## src/rtl/pipeline_hazard_ctrl_pkg.sv

```systemverilog
// Shared LC-3b pipeline types used by the hazard sequencer.
// Word/register typedefs plus the sequencer state encoding.
package pipeline_hazard_ctrl_pkg;

    typedef logic [15:0] lc3b_word;
    typedef logic [2:0]  lc3b_reg;

    typedef enum logic {
        RUN   = 1'b0,
        DRAIN = 1'b1
    } hazard_state_t;

endpackage

```

## src/rtl/pipeline_hazard_ctrl_load_use.sv

```systemverilog
// Load-use detector: flags an ID source that depends on a load in EX.
// Purely combinational.
module load_use_detect
    import pipeline_hazard_ctrl_pkg::*;
(
    input  lc3b_reg id_sr1,
    input  lc3b_reg id_sr2,
    input  logic    id_sr1_used,
    input  logic    id_sr2_used,
    input  lc3b_reg ex_dest,
    input  logic    ex_is_load,
    output logic    hazard
);

    logic hit1;
    logic hit2;

    assign hit1   = id_sr1_used && (id_sr1 == ex_dest);
    assign hit2   = id_sr2_used && (id_sr2 == ex_dest);
    assign hazard = ex_is_load && (hit1 || hit2);

endmodule

```

## src/rtl/pipeline_hazard_ctrl.sv

```systemverilog
// Stall/flush sequencer for the 5-stage LC-3b pipeline.
// Arbitrates D-miss, branch redirect, load-use and I-miss.
module pipeline_hazard_ctrl
    import pipeline_hazard_ctrl_pkg::*;
#(
    parameter int STALL_CNT_W = 16
) (
    input  logic                   clk,
    input  logic                   reset_n,
    input  logic                   icache_resp,
    input  logic                   dmem_req,
    input  logic                   dcache_resp,
    input  lc3b_reg                id_sr1,
    input  lc3b_reg                id_sr2,
    input  logic                   id_sr1_used,
    input  logic                   id_sr2_used,
    input  lc3b_reg                ex_dest,
    input  logic                   ex_is_load,
    input  logic                   br_taken,
    input  lc3b_word               br_target,
    output logic                   load_pc,
    output logic                   pc_sel_redirect,
    output lc3b_word               redirect_pc,
    output logic                   load_if_id,
    output logic                   load_id_ex,
    output logic                   load_ex_mem,
    output logic                   load_mem_wb,
    output logic                   nop_if_id,
    output logic                   nop_id_ex,
    output logic                   nop_ex_mem,
    output logic [STALL_CNT_W-1:0] stall_cycles
);

    hazard_state_t          state_q, state_d;
    lc3b_word               target_q, target_d;
    logic [STALL_CNT_W-1:0] stall_q, stall_d;

    logic d_miss;
    logic lu_hazard;
    logic lpc, sel;
    logic l_ifid, l_idex, l_exmem, l_memwb;
    logic n_ifid, n_idex, n_exmem;

    load_use_detect u_lu (
        .id_sr1      (id_sr1),
        .id_sr2      (id_sr2),
        .id_sr1_used (id_sr1_used),
        .id_sr2_used (id_sr2_used),
        .ex_dest     (ex_dest),
        .ex_is_load  (ex_is_load),
        .hazard      (lu_hazard)
    );

    assign d_miss = dmem_req && !dcache_resp;

    always_comb begin
        state_d     = state_q;
        target_d    = target_q;
        redirect_pc = br_target;
        lpc         = 1'b0;
        sel         = 1'b0;
        l_ifid      = 1'b1;
        l_idex      = 1'b1;
        l_exmem     = 1'b1;
        l_memwb     = 1'b1;
        n_ifid      = 1'b0;
        n_idex      = 1'b0;
        n_exmem     = 1'b0;
        unique case (state_q)
            RUN: begin
                if (d_miss) begin
                    l_ifid  = 1'b0;
                    l_idex  = 1'b0;
                    l_exmem = 1'b0;
                    l_memwb = 1'b0;
                end else if (br_taken) begin
                    n_ifid  = 1'b1;
                    n_idex  = 1'b1;
                    n_exmem = 1'b1;
                    // Never abort a pending fetch; park the target instead.
                    if (icache_resp) begin
                        lpc = 1'b1;
                        sel = 1'b1;
                    end else begin
                        target_d = br_target;
                        state_d  = DRAIN;
                    end
                end else if (lu_hazard) begin
                    l_ifid = 1'b0;
                    n_idex = 1'b1;
                end else if (!icache_resp) begin
                    n_ifid = 1'b1;
                end else begin
                    lpc = 1'b1;
                end
            end
            DRAIN: begin
                redirect_pc = target_q;
                n_ifid      = 1'b1;
                if (d_miss) begin
                    l_idex  = 1'b0;
                    l_exmem = 1'b0;
                    l_memwb = 1'b0;
                end
                if (icache_resp) begin
                    lpc     = 1'b1;
                    sel     = 1'b1;
                    state_d = RUN;
                end
            end
            default: ;
        endcase
    end

    assign load_pc         = reset_n && lpc;
    assign pc_sel_redirect = reset_n && sel;
    assign load_if_id      = reset_n && l_ifid;
    assign load_id_ex      = reset_n && l_idex;
    assign load_ex_mem     = reset_n && l_exmem;
    assign load_mem_wb     = reset_n && l_memwb;
    assign nop_if_id       = reset_n && n_ifid;
    assign nop_id_ex       = reset_n && n_idex;
    assign nop_ex_mem      = reset_n && n_exmem;

    always_comb begin
        stall_d = stall_q;
        if (!load_pc && (stall_q != {STALL_CNT_W{1'b1}})) begin
            stall_d = stall_q + STALL_CNT_W'(1);
        end
    end

    assign stall_cycles = stall_q;

    always_ff @(posedge clk or negedge reset_n) begin
        if (!reset_n) begin
            state_q  <= RUN;
            target_q <= '0;
            stall_q  <= '0;
        end else begin
            state_q  <= state_d;
            target_q <= target_d;
            stall_q  <= stall_d;
        end
    end

endmodule

```

## config.mk

```make
export PLATFORM = sky130hd
export DESIGN_NAME = pipeline_hazard_ctrl
export DESIGN_NICKNAME = d
export VERILOG_FILES = /design/src/rtl/pipeline_hazard_ctrl_pkg.sv /design/src/rtl/pipeline_hazard_ctrl_load_use.sv /design/src/rtl/pipeline_hazard_ctrl.sv
export SDC_FILE = /design/constraint.sdc
export NUM_CORES = 1
export LEC_CHECK = 0
export BUFFER_PORTS_ARGS = -buffer_cell sky130_fd_sc_hd__buf_2
export CELL_PAD_IN_SITES_DETAIL_PLACEMENT = 0
export CELL_PAD_IN_SITES_GLOBAL_PLACEMENT = 1
export CORE_UTILIZATION = 39
export CTS_CLUSTER_SIZE = 10
export DETAILED_ROUTE_END_ITERATION = 10
export PLACE_DENSITY = 0.84
export SYNTH_ARGS = -nofsm -noshare
export SYNTH_HDL_FRONTEND = slang
export SYNTH_SLANG_ARGS = --single-unit
```

## constraint.sdc

```tcl
create_clock -name clk -period 3.9 [get_ports clk]
set_input_delay 0.585 -clock clk [delete_from_list [all_inputs] [get_ports clk]]
set_output_delay 0.585 -clock clk [all_outputs]
set_load 0.05 [all_outputs]
```

Word level (Yosys, flattened, before mapping)
Cells that the tools add are included.

Add/subtract/negate cells: 1. Equal/unequal tests: 3. Divide/modulo/power cells: 0. Reductions and logical operators: 16. Multipliers: 0. Shift operators: 0. Multiplexer cells: 29. $lt $le $gt $ge: 0. Bitwise logic cells: 3.

Operators with widths (count): 1-bit 2-to-1 mux (24); 16-bit by 1-bit adder with 16-bit output, second input constant (1); 16-bit 2-to-1 mux (1); 16-bit != test, second input constant (1); 1-bit logical AND (12); 1-bit case mux with 2 select lines (4); 3-bit equality test (2); 4-bit AND reduction (1); 1-bit NOT (3); 1-bit logical NOT (2); 1-bit logical OR (1).

Register bits after elaboration: 33. Word-level logic and storage cells: 55. Memories: 0. Output and inout bits: 41. Input port bits: 34. Latch bits: 0. ROM bits: 0. RAM bits: 0.

Longest topological paths before layout
Gate-level depths: netlist of run 1.

Word-level depth: 11. Mapped depth: 7.

By module
A second synthesis of run 1 with hierarchy kept.

Cell total of the unflattened synthesis: 155. Area total of the unflattened synthesis: 1883.1 um2.

Modules (own cells, without submodules): pipeline_hazard_ctrl (cells each 146, instances 1, seq. area each 825.8 um2, area each 1810.5 um2); load_use_detect (cells each 9, instances 1, seq. area each 0.0 um2, area each 72.6 um2).

Worst setup path after synthesis of run 1
Ideal clock, no wire load.

Path kind: input to output. Start: in ex_dest[1]. End: out nop_id_ex. Path slack: 1.175 ns. Data arrival time: 2.140 ns. Stages: 5. Path buffers: 0. Cell sequence: xnor2_1 -> nand4_1 -> a21boi_2 -> nor2_1 -> nor3_1.

Word-level cells in the longest chain between the ends: 9.

Ends and longest elaborated chain: from (decl) (RTL line pipeline_hazard_ctrl.sv:17) `input lc3b_reg ex_dest,`; 3-bit equality test (on tied branches) (RTL line pipeline_hazard_ctrl_load_use.sv:18, pipeline_hazard_ctrl_load_use.sv:19); 1-bit logical AND (on tied branches) (RTL line pipeline_hazard_ctrl_load_use.sv:18, pipeline_hazard_ctrl_load_use.sv:19); 1-bit logical OR * (RTL line pipeline_hazard_ctrl_load_use.sv:20) `assign hazard = ex_is_load && (hit1 || hit2);`; 1-bit logical AND * (RTL line pipeline_hazard_ctrl_load_use.sv:20); 1-bit 2-to-1 mux * (RTL line pipeline_hazard_ctrl.sv:88) `end else if (lu_hazard) begin`; 1-bit 2-to-1 mux * (RTL line pipeline_hazard_ctrl.sv:76) `end else if (br_taken) begin`; 1-bit 2-to-1 mux * (RTL line pipeline_hazard_ctrl.sv:71) `if (d_miss) begin`; 1-bit 2-to-1 mux * (RTL line pipeline_hazard_ctrl.sv:69) `unique case (state_q)`; 1-bit logical AND * (RTL line pipeline_hazard_ctrl.sv:122) `assign nop_id_ex = reset_n && n_idex;`; to (decl) (RTL line pipeline_hazard_ctrl.sv:29) `output logic nop_id_ex,`.

Mark *: on every way between the ends. The rest lies on a longest branch, timed or not.

Final worst setup path of run 1
Start: reg state_q. End: out load_pc.

Word-level cells in the longest chain between the ends: 3.

Ends and longest elaborated chain: from (decl) (RTL line pipeline_hazard_ctrl.sv:34) `hazard_state_t state_q, state_d;`; from (signal assigned) (RTL line pipeline_hazard_ctrl.sv:140) `state_q <= state_d;`; 1-bit NOT; 1-bit case mux with 2 select lines * (RTL line pipeline_hazard_ctrl.sv:69); 1-bit logical AND * (RTL line pipeline_hazard_ctrl.sv:115) `assign load_pc = reset_n && lpc;`; to (decl) (RTL line pipeline_hazard_ctrl.sv:21) `output logic load_pc,`.

Marked as above.

==> flow_summary.toml, run 1 <==
[run_status]
status = "complete, no violations"

[placement]
dp_slack_ps = 1410
routabilityCongestion = 0.863
dp.cells = 275
port_buffers = 74
place_area_mm2 = 0.00222
hpwl_mm = 2.79

[layout]
regArea_um2 = 826
final_cells = 283
fin_util_pct = 52.3
design_area_mm2 = 0.00231
syn2layout_area_growth_pct = 27.0
layout_commonest_cell = "buf_2"
fillers = 416
num_antenna_cells = 0
layout.nets = 265
final_cell_mix = "buf_2 (74), dfrtp_1 (33), mux2_2 (32)"
multi_input_area_um2 = 931
drive_above_1_share_pct = 54.5

[clock_tree]
clkSlewWorstSetupHoldPaths_ps = 70
holdBufCountCts = 0
root_buffer = "clkbuf_8"
htreeDepth = 2
clock_latency_ps = 290
post_cts_buffers = 0
clock_sinks = 33
cts_tree = "yes"
cts_made_buffers = 5
cts.repair.resized = 0
clock_path_buffers = 2

[worst_setup_path]
cp_num_buf_inv = 2
rrSetupSlack_ps = 1920
cp.arrival_ps = 2060
reg2reg_depth = 4
r2r-start = "state_q"
cp.required_ps = 3310
critical-path-top-delay-family = "flip-flops"
r2r-end = "stall_cycles[1]"
crit_chain = "a21oi_4, a211o_4, inv_4, buf_2"
cp-end-kind = "output port"
cp_slowest_cell = "dfrtp_1"
cpPeakStageDelay_ps = 910
critical_path.startpoint_type = "flip-flop"
worstSetupPathType = "reg2out"
crit_path_max_fanout = 22

[synthesis]
synth.avg_cell_area_um2 = 11.8
synth-edff-count = 0
synth.cell_area_mm2 = 0.00182
ys_seq_elements = 33
async_flop_share_pct = 100
netlist_instances = 154
ys_seq_area_share_pct = 45.5
yosysWarnings = 0
synth.distinct_cells = 31
syn-num-nets = 189
synth_top_flop_cell = "dfrtp_1"

[timing]
hold-worst-slack_ps = 224
maxSlewHeadroom_pct = 42.0
fin_worst_skew_ps = 7.91
setup_slack_ps = 1250
hold_violations = 0
fin_setup_tns_ps = 0
worst_pin_slew_ps = 869
fin_crit_sh_pct = 67.9
finalSetupViolCount = 0
maxSlewViolCount = 0
fmax_ghz = 0.378
rsz0062_at_grt = "no"
post-route-min-period_ps = 2650

[global_route]
antenna_found_initial = 0
grt_max_degree = 23
grt_pass1_vias = 1312
grt_overflow = 0
grt_pass1_wl_mm = 6.18
grt_usage_pct = 15.8

[power]
power.density_mw_per_mm2 = 545
power_leakage_nw = 1.09
power.total_mw = 1.26
ir_drop_mv = 0.557

[floorplan]
coreArea_mm2 = 0.00441
die_h_um = 70.3
dieArea_mm2 = 0.00494
rows = 24
die_x_um = 70.3
start_util_pct = 41.2
pin_count = 75

[detailed_routing]
totalWireLength_mm = 3.70
drtIter0Drc = 50
vias = 1421
drt-pass1-iter-count = 4
drc = 0
wire_per_inst_um = 13.1
drtAntennaViolNets = 0
viasPerCell = 5.02

[min_path]
min_path_type = "in2async"

[flow_run]
maxCapViolCount = 0
## kinds of logic (layout without fill, tap and decap cells)
kind of cell             Yosys count  count (layout)  synth area share, %
flip-flops                        33              33                 45.5
buffers and inverters             10              87                 3.31
XOR/XNOR                          21              21                 10.5
adder cells (fa/ha/maj)            1               1                0.689
AO/OA/AOI/OAI                      5               5                 3.03
AND/OR/NAND/NOR                   51              51                 16.5
multiplexers                      33              33                 20.5
## layer usage
metal  vias to the layer above  part of all wire (%)  track usage (%)
met4                         0                   1.2             5.11
met5                         -                     0                0
met2                        55                    45             23.6
met3                         6                   6.7             5.19
li1                        696                     -                -
met1                       664                    47             21.5
## power by group
part	internal, mW	switching, mW
Sequential	0.422	0.0704
Combinational	0.166	0.348
Clock	0.123	0.128
Total	0.711	0.546
## worst max-delay path by stage
stage / start / end / slack [ps] / cells after the start
after floorplan: ex_dest[1] / nop_id_ex / 1170 / 5
after global placement: reset_n / load_pc / 1440 / 5
after detailed placement: reset_n / load_pc / 1410 / 5
after CTS: state_q / load_pc / 1220 / 4
after global routing: state_q / load_pc / 1100 / 4
final: state_q / load_pc / 1250 / 4
## synthesized netlist by cell type, drive strengths merged (3+ instances only)
cell type / number / share of area [%]
mux2: 33 / 20
and4: 3 / 1.4
nor2: 8 / 1.7
inv: 3 / 0.76
xor2: 4 / 1.9
and3: 5 / 1.7
nand3: 4 / 1.1
buf: 5 / 2.1
nor3: 5 / 1.7
nand2: 10 / 2.1
dfrtp: 33 / 45
nand4: 9 / 3.4
xnor2: 17 / 8.6
## flip-flops by register name, indices dropped and copies added, names as in the netlist
signal	count
target_q	16
stall_cycles	16
state_q	1
## layout make-up
class / count / share of cell area [%]
Inverter: 3 / 0.597
Sequential cell: 33 / 35.8
Clock inverter: 3 / 0.759
Multi-Input combinational cell: 111 / 40.3
Clock buffer: 5 / 2.98
Timing Repair Buffer: 76 / 16.7
Tap cell: 52 / 2.82
(Power assumes the default switching activity.)
==> run 2, diff against run 1 <==
--- a/config.mk
+++ b/config.mk
@@ -8,10 +8,10 @@
 export BUFFER_PORTS_ARGS = -buffer_cell sky130_fd_sc_hd__buf_2
 export CELL_PAD_IN_SITES_DETAIL_PLACEMENT = 0
 export CELL_PAD_IN_SITES_GLOBAL_PLACEMENT = 1
-export CORE_UTILIZATION = 39
+export CORE_UTILIZATION = 33
 export CTS_CLUSTER_SIZE = 10
 export DETAILED_ROUTE_END_ITERATION = 10
-export PLACE_DENSITY = 0.84
+export PLACE_DENSITY = 0.75
 export SYNTH_ARGS = -nofsm -noshare
 export SYNTH_HDL_FRONTEND = slang
 export SYNTH_SLANG_ARGS = --single-unit
==> constraint.sdc (replaced) <==
create_clock -name clk -period 2.2 [get_ports clk]
set_input_delay 0.33 -clock clk [delete_from_list [all_inputs] [get_ports clk]]
set_output_delay 0.33 -clock clk [all_outputs]
set_load 0.05 [all_outputs]
==> run 2 against run 1 <==
Final cell count up 7.4%. Clock power grew 77%. Critical path type is now in2out. Die area up 18%.
==> flow_summary.toml, run 2 (synthesis gave the netlist of run 1 again) <==
[worst_setup_path]
r2r-end = "stall_cycles[11]"
cp.arrival_ps = 1810
cp-end-kind = "output port"
cp.required_ps = 1870
crit_chain = "dlygate4sd3_1, buf_2, nand2_1, a211o_4, inv_4, clkbuf_4"
rrSetupSlack_ps = 390
cp_slowest_cell = "dlygate4sd3_1"
worstSetupPathType = "in2out"
cpPeakStageDelay_ps = 540
r2r-start = "stall_cycles[11]"
critical_path.startpoint_type = "primary input"
cp_num_buf_inv = 4
critical-path-top-delay-family = "buffers and inverters"
crit_path_max_fanout = 11
reg2reg_depth = 5

[timing]
fin_worst_skew_ps = 5.96
post-route-min-period_ps = 2140
finalSetupViolCount = 0
fin_setup_tns_ps = 0
fmax_ghz = 0.467
maxSlewHeadroom_pct = 71.7
hold_violations = 0
maxSlewViolCount = 0
fin_crit_sh_pct = 97.2
rsz0062_at_grt = "no"
setup_slack_ps = 60.8
worst_pin_slew_ps = 424

[power]
power.total_mw = 2.25
ir_drop_mv = 0.975
power.density_mw_per_mm2 = 944
power_leakage_nw = 1.11

[detailed_routing]
viasPerCell = 4.78
drtAntennaViolNets = 0
vias = 1454
drc = 0
drt-pass1-iter-count = 4
totalWireLength_mm = 3.98
drtIter0Drc = 42
wire_per_inst_um = 13.1

[clock_tree]
clock_path_buffers = 2
cts_tree = "yes"
root_buffer = "clkbuf_8"
cts_made_buffers = 5
clock_sinks = 33
clkSlewWorstSetupHoldPaths_ps = 70
post_cts_buffers = 0
htreeDepth = 2
clock_latency_ps = 280

[placement]
dp_slack_ps = 233
routabilityCongestion = 0.792
place_area_mm2 = 0.00227
dp.cells = 295
hpwl_mm = 2.96
port_buffers = 74

[global_route]
grt_overflow = 0
busiest_layer = "met2"
antenna_found_initial = 0
met3_usage_pct = 5.15
grt_pass1_wl_mm = 6.74
grt_usage_pct = 14.6
met2_usage_pct = 21.9
met1_usage_pct = 20.0
grt_pass1_vias = 1400
grt_max_degree = 25

[layout]
multi_input_area_um2 = 941
final_cell_mix = "buf_2 (70), dfrtp_1 (33), mux2_2 (32)"
fillers = 521
drive_above_1_share_pct = 55.6
design_area_mm2 = 0.00238
final_cells = 304
regArea_um2 = 826
layout_commonest_cell = "buf_2"
num_antenna_cells = 0
syn2layout_area_growth_pct = 30.9
layout.nets = 268

[floorplan]
dieArea_mm2 = 0.00581
rows = 26
start_util_pct = 34.9
coreArea_mm2 = 0.00520
die_h_um = 76.2
pin_count = 75
die_x_um = 76.2

[flow_run]
maxCapViolCount = 0

[min_path]
hold_depth = 2
whs_endpoint = "state_q"
worst_hold_startpoint = "icache_resp"
min_path_type = "in2reg"

[run_status]
status = "complete, no violations"
==> run 2: cell types whose count changed in the layout (fill, tap and decap cells not counted) <==
cell,delta
buf_2,-4
buf_4,+4
buf_6,+1
clkbuf_4,+1
dlygate4sd3_1,+1
nor3_1,-1
nor3_2,+1
nor3b_1,-1
nor3b_2,+1
==> run 2: worst max path at each step <==
stage	start	endpoint	slack, ps	cells past startpoint
6_report	reset_n	load_pc	60	6
2_1_floorplan	id_sr2[0]	nop_if_id	50	6
3_5_place_dp	ex_dest[0]	stall_cycles[11]	230	8
4_1_cts	reset_n	nop_ex_mem	30	6
5_1_grt	reset_n	load_pc	9	6
3_3_place_gp	ex_dest[2]	stall_cycles[11]	290	8
==> run 2: layout make-up <==
class | count | area share [%]
inverters | 3 | 0.579
clock buffers | 5 | 2.89
clock inverters | 3 | 0.736
well taps | 70 | 3.68
repair buffers | 79 | 17.8
multi-input cells | 111 | 39.6
flip-flops and latches | 33 | 34.7
==> run 2: per-stage QoR <==
step | util (%) | hold slack (ps)
floorplan | - | 34.4
global placement | 43.6 | 300
detailed placement | 43.6 | 304
CTS | 45.4 | 245
global route | 45.7 | 257
finish | 45.7 | 256
==> run 2: metal layers <==
| layer | wire length (um) | vias to the layer above |
|---|---|---|
| met5 | 0 | - |
| li1 | - | 696 |
| met4 | 27 | 0 |
| met1 | 1900 | 689 |
| met3 | 302 | 5 |
| met2 | 1750 | 64 |
==> run 2: repair_timing <==
item                                    in CTS  in global routing
hold endpoints to repair                     9                  0
gates resized for setup                      0                  8
hold buffers                                 1                  0
endpoints found under the setup margin       0                  4
==> run 2: worst register-to-register path, stage by stage, from the launching register on <==
cell	delay, ps
dfrtp_1	430
and3_1	250
and4_1	280
and4_1	220
or3_4	390
xnor2_2	130
==> run 2: power by group <==
group          internal [mW]  switching, mW  total [mW]  leakage (nW)
sequential             0.748          0.122       0.869         0.391
combinational          0.303          0.629       0.932         0.673
clock                  0.218          0.227       0.445        0.0439
total                   1.27          0.977        2.25          1.11
==> run 3, diff against run 2 <==
--- a/config.mk
+++ b/config.mk
@@ -11,7 +11,7 @@
 export CORE_UTILIZATION = 33
 export CTS_CLUSTER_SIZE = 10
 export DETAILED_ROUTE_END_ITERATION = 10
-export PLACE_DENSITY = 0.75
+export PLACE_DENSITY_LB_ADDON = 0.1
 export SYNTH_ARGS = -nofsm -noshare
 export SYNTH_HDL_FRONTEND = slang
 export SYNTH_SLANG_ARGS = --single-unit
==> run 3 against run 2 <==
Die area stayed put. Core utilization is 0.24 points lower. Largest cell class unchanged. Sequential cell count stayed put. Critical endpoint unchanged. Critical path type unchanged.
==> flow_summary.toml, run 3 (synthesis gave the netlist of run 1 again) <==
[run_status]
status = "complete, no violations"

[worst_setup_path]
crit_chain = "dlygate4sd3_1, buf_2, nand2_1, a211o_4, inv_4, clkbuf_4"
critical_path.startpoint_type = "primary input"
crit_path_max_fanout = 11
cp_slowest_cell = "dlygate4sd3_1"
cp_num_buf_inv = 4
cp.required_ps = 1870
cp.arrival_ps = 1790
cp-end-kind = "output port"
critical-path-top-delay-family = "buffers and inverters"
worstSetupPathType = "in2out"
cpPeakStageDelay_ps = 520

[flow_run]
maxCapViolCount = 0

[detailed_routing]
drt-pass1-iter-count = 4
totalWireLength_mm = 4.13
wire_per_inst_um = 13.6
drtAntennaViolNets = 0
viasPerCell = 4.88
drtIter0Drc = 54
vias = 1482
drc = 0

[layout]
final_cell_mix = "buf_2 (71), dfrtp_1 (33), mux2_2 (32)"
drive_above_1_share_pct = 54.3
fin_util_pct = 45.5
syn2layout_area_growth_pct = 30.2
fillers = 538
design_area_mm2 = 0.00237
layout_commonest_cell = "buf_2"
regArea_um2 = 826
multi_input_area_um2 = 941
num_antenna_cells = 0
layout.nets = 268

[placement]
place_area_mm2 = 0.00227
routabilityCongestion = 0.790
port_buffers = 74
hpwl_mm = 3.13

[floorplan]
die_h_um = 76.2
coreArea_mm2 = 0.00520
pin_count = 75
start_util_pct = 34.9
rows = 26
dieArea_mm2 = 0.00581
die_x_um = 76.2

[clock_tree]
htreeDepth = 2
cts_tree = "yes"
clock_sinks = 33
cts_made_buffers = 5
root_buffer = "clkbuf_8"
clock_latency_ps = 280
clkSlewWorstSetupHoldPaths_ps = 60
clock_path_buffers = 2

[global_route]
antenna_found_initial = 0
grt_overflow = 0
grt_pass1_vias = 1512
grt_pass1_wl_mm = 7.07
grt_usage_pct = 15.0
grt_max_degree = 29

[timing]
finalSetupViolCount = 0
maxSlewHeadroom_pct = 75.8
fin_worst_skew_ps = 3.36
fin_crit_sh_pct = 96.2
hold_violations = 0
fin_setup_tns_ps = 0
fmax_ghz = 0.472
worst_pin_slew_ps = 363
post-route-min-period_ps = 2120
rsz0062_at_grt = "no"
maxSlewViolCount = 0

[power]
power_leakage_nw = 1.10
ir_drop_mv = 0.646
power.density_mw_per_mm2 = 943

[min_path]
min_path_type = "in2reg"
-- run 3: changes by cell type in the layout (fill, tap and decap cells not counted), sizes merged --
cell / previous run / this run
clkbuf: 6 / 11
buf: 77 / 75
clkinv: 2 / 0
clkinvlp: 1 / 0
-- run 3: what timing repair did --
item	4_1_cts	5_1_grt
hold buffers	1	0
resized for setup	0	3
hold endpoints to repair	5	0
setup endpoints to repair	0	3
buffers inserted	0	0
-- run 3: path summary, 6_finish.rpt --
kind / startpoint / endpoint / slack, ps / cells past startpoint
min reg2reg: stall_cycles[12] / stall_cycles[12] / 480 / 1
max: reset_n / load_pc / 80 / 6
min in group asynchronous: reset_n / target_q[1] / 520 / 3
max reg2reg: stall_cycles[11] / stall_cycles[1] / 400 / 5
min: icache_resp / state_q / 280 / 2
max in group asynchronous: reset_n / stall_cycles[11] / 1120 / 4
-- run 3: final cells by class --
type | count | area share (%)
multi-input cells | 111 | 39.8
well taps | 70 | 3.70
clock buffers | 8 | 3.38
inverters | 3 | 0.582
flip-flops and latches | 33 | 34.9
repair buffers | 79 | 17.7
-- run 3: metal layers --
metal / vias up / wire [um] / part of all wire [%] / global-route usage (%)
li1: 703 / - / - / -
met5: - / 0 / 0 / 0
met4: 0 / 52 / 1.3 / 5.77
met2: 49 / 1980 / 48 / 25.2
met1: 724 / 1880 / 45 / 18.8
met3: 6 / 222 / 5.4 / 3.35
-- run 3: worst register-to-register path: stages (launching register included) --
cell,delay (ps)
dfrtp_1,430
and3_1,230
and4_1,330
nand4_2,200
nand2_1,180
mux2_1,330
-- run 3: report_power, final --
part | leakage (nW) | total, mW | switching [mW] | internal [mW]
Sequential | 0.391 | 0.862 | 0.114 | 0.748
Combinational | 0.671 | 0.943 | 0.641 | 0.302
Clock | 0.0395 | 0.426 | 0.201 | 0.224
Total | 1.10 | 2.23 | 0.956 | 1.27
-- run 3: through the flow --
step | power, mW | hold slack [ps] | setup slack [ps] | std cells
2_1_floorplan | 1.59 | 34.4 | 49.1 | 154
6_report | 2.23 | 276 | 83.1 | 304
4_1_cts | 2.26 | 275 | 32.0 | 304
3_3_place_gp | 1.79 | 295 | 293 | 295
3_5_place_dp | 1.82 | 277 | 191 | 295
5_1_grt | 2.36 | 298 | 0.0189 | 304
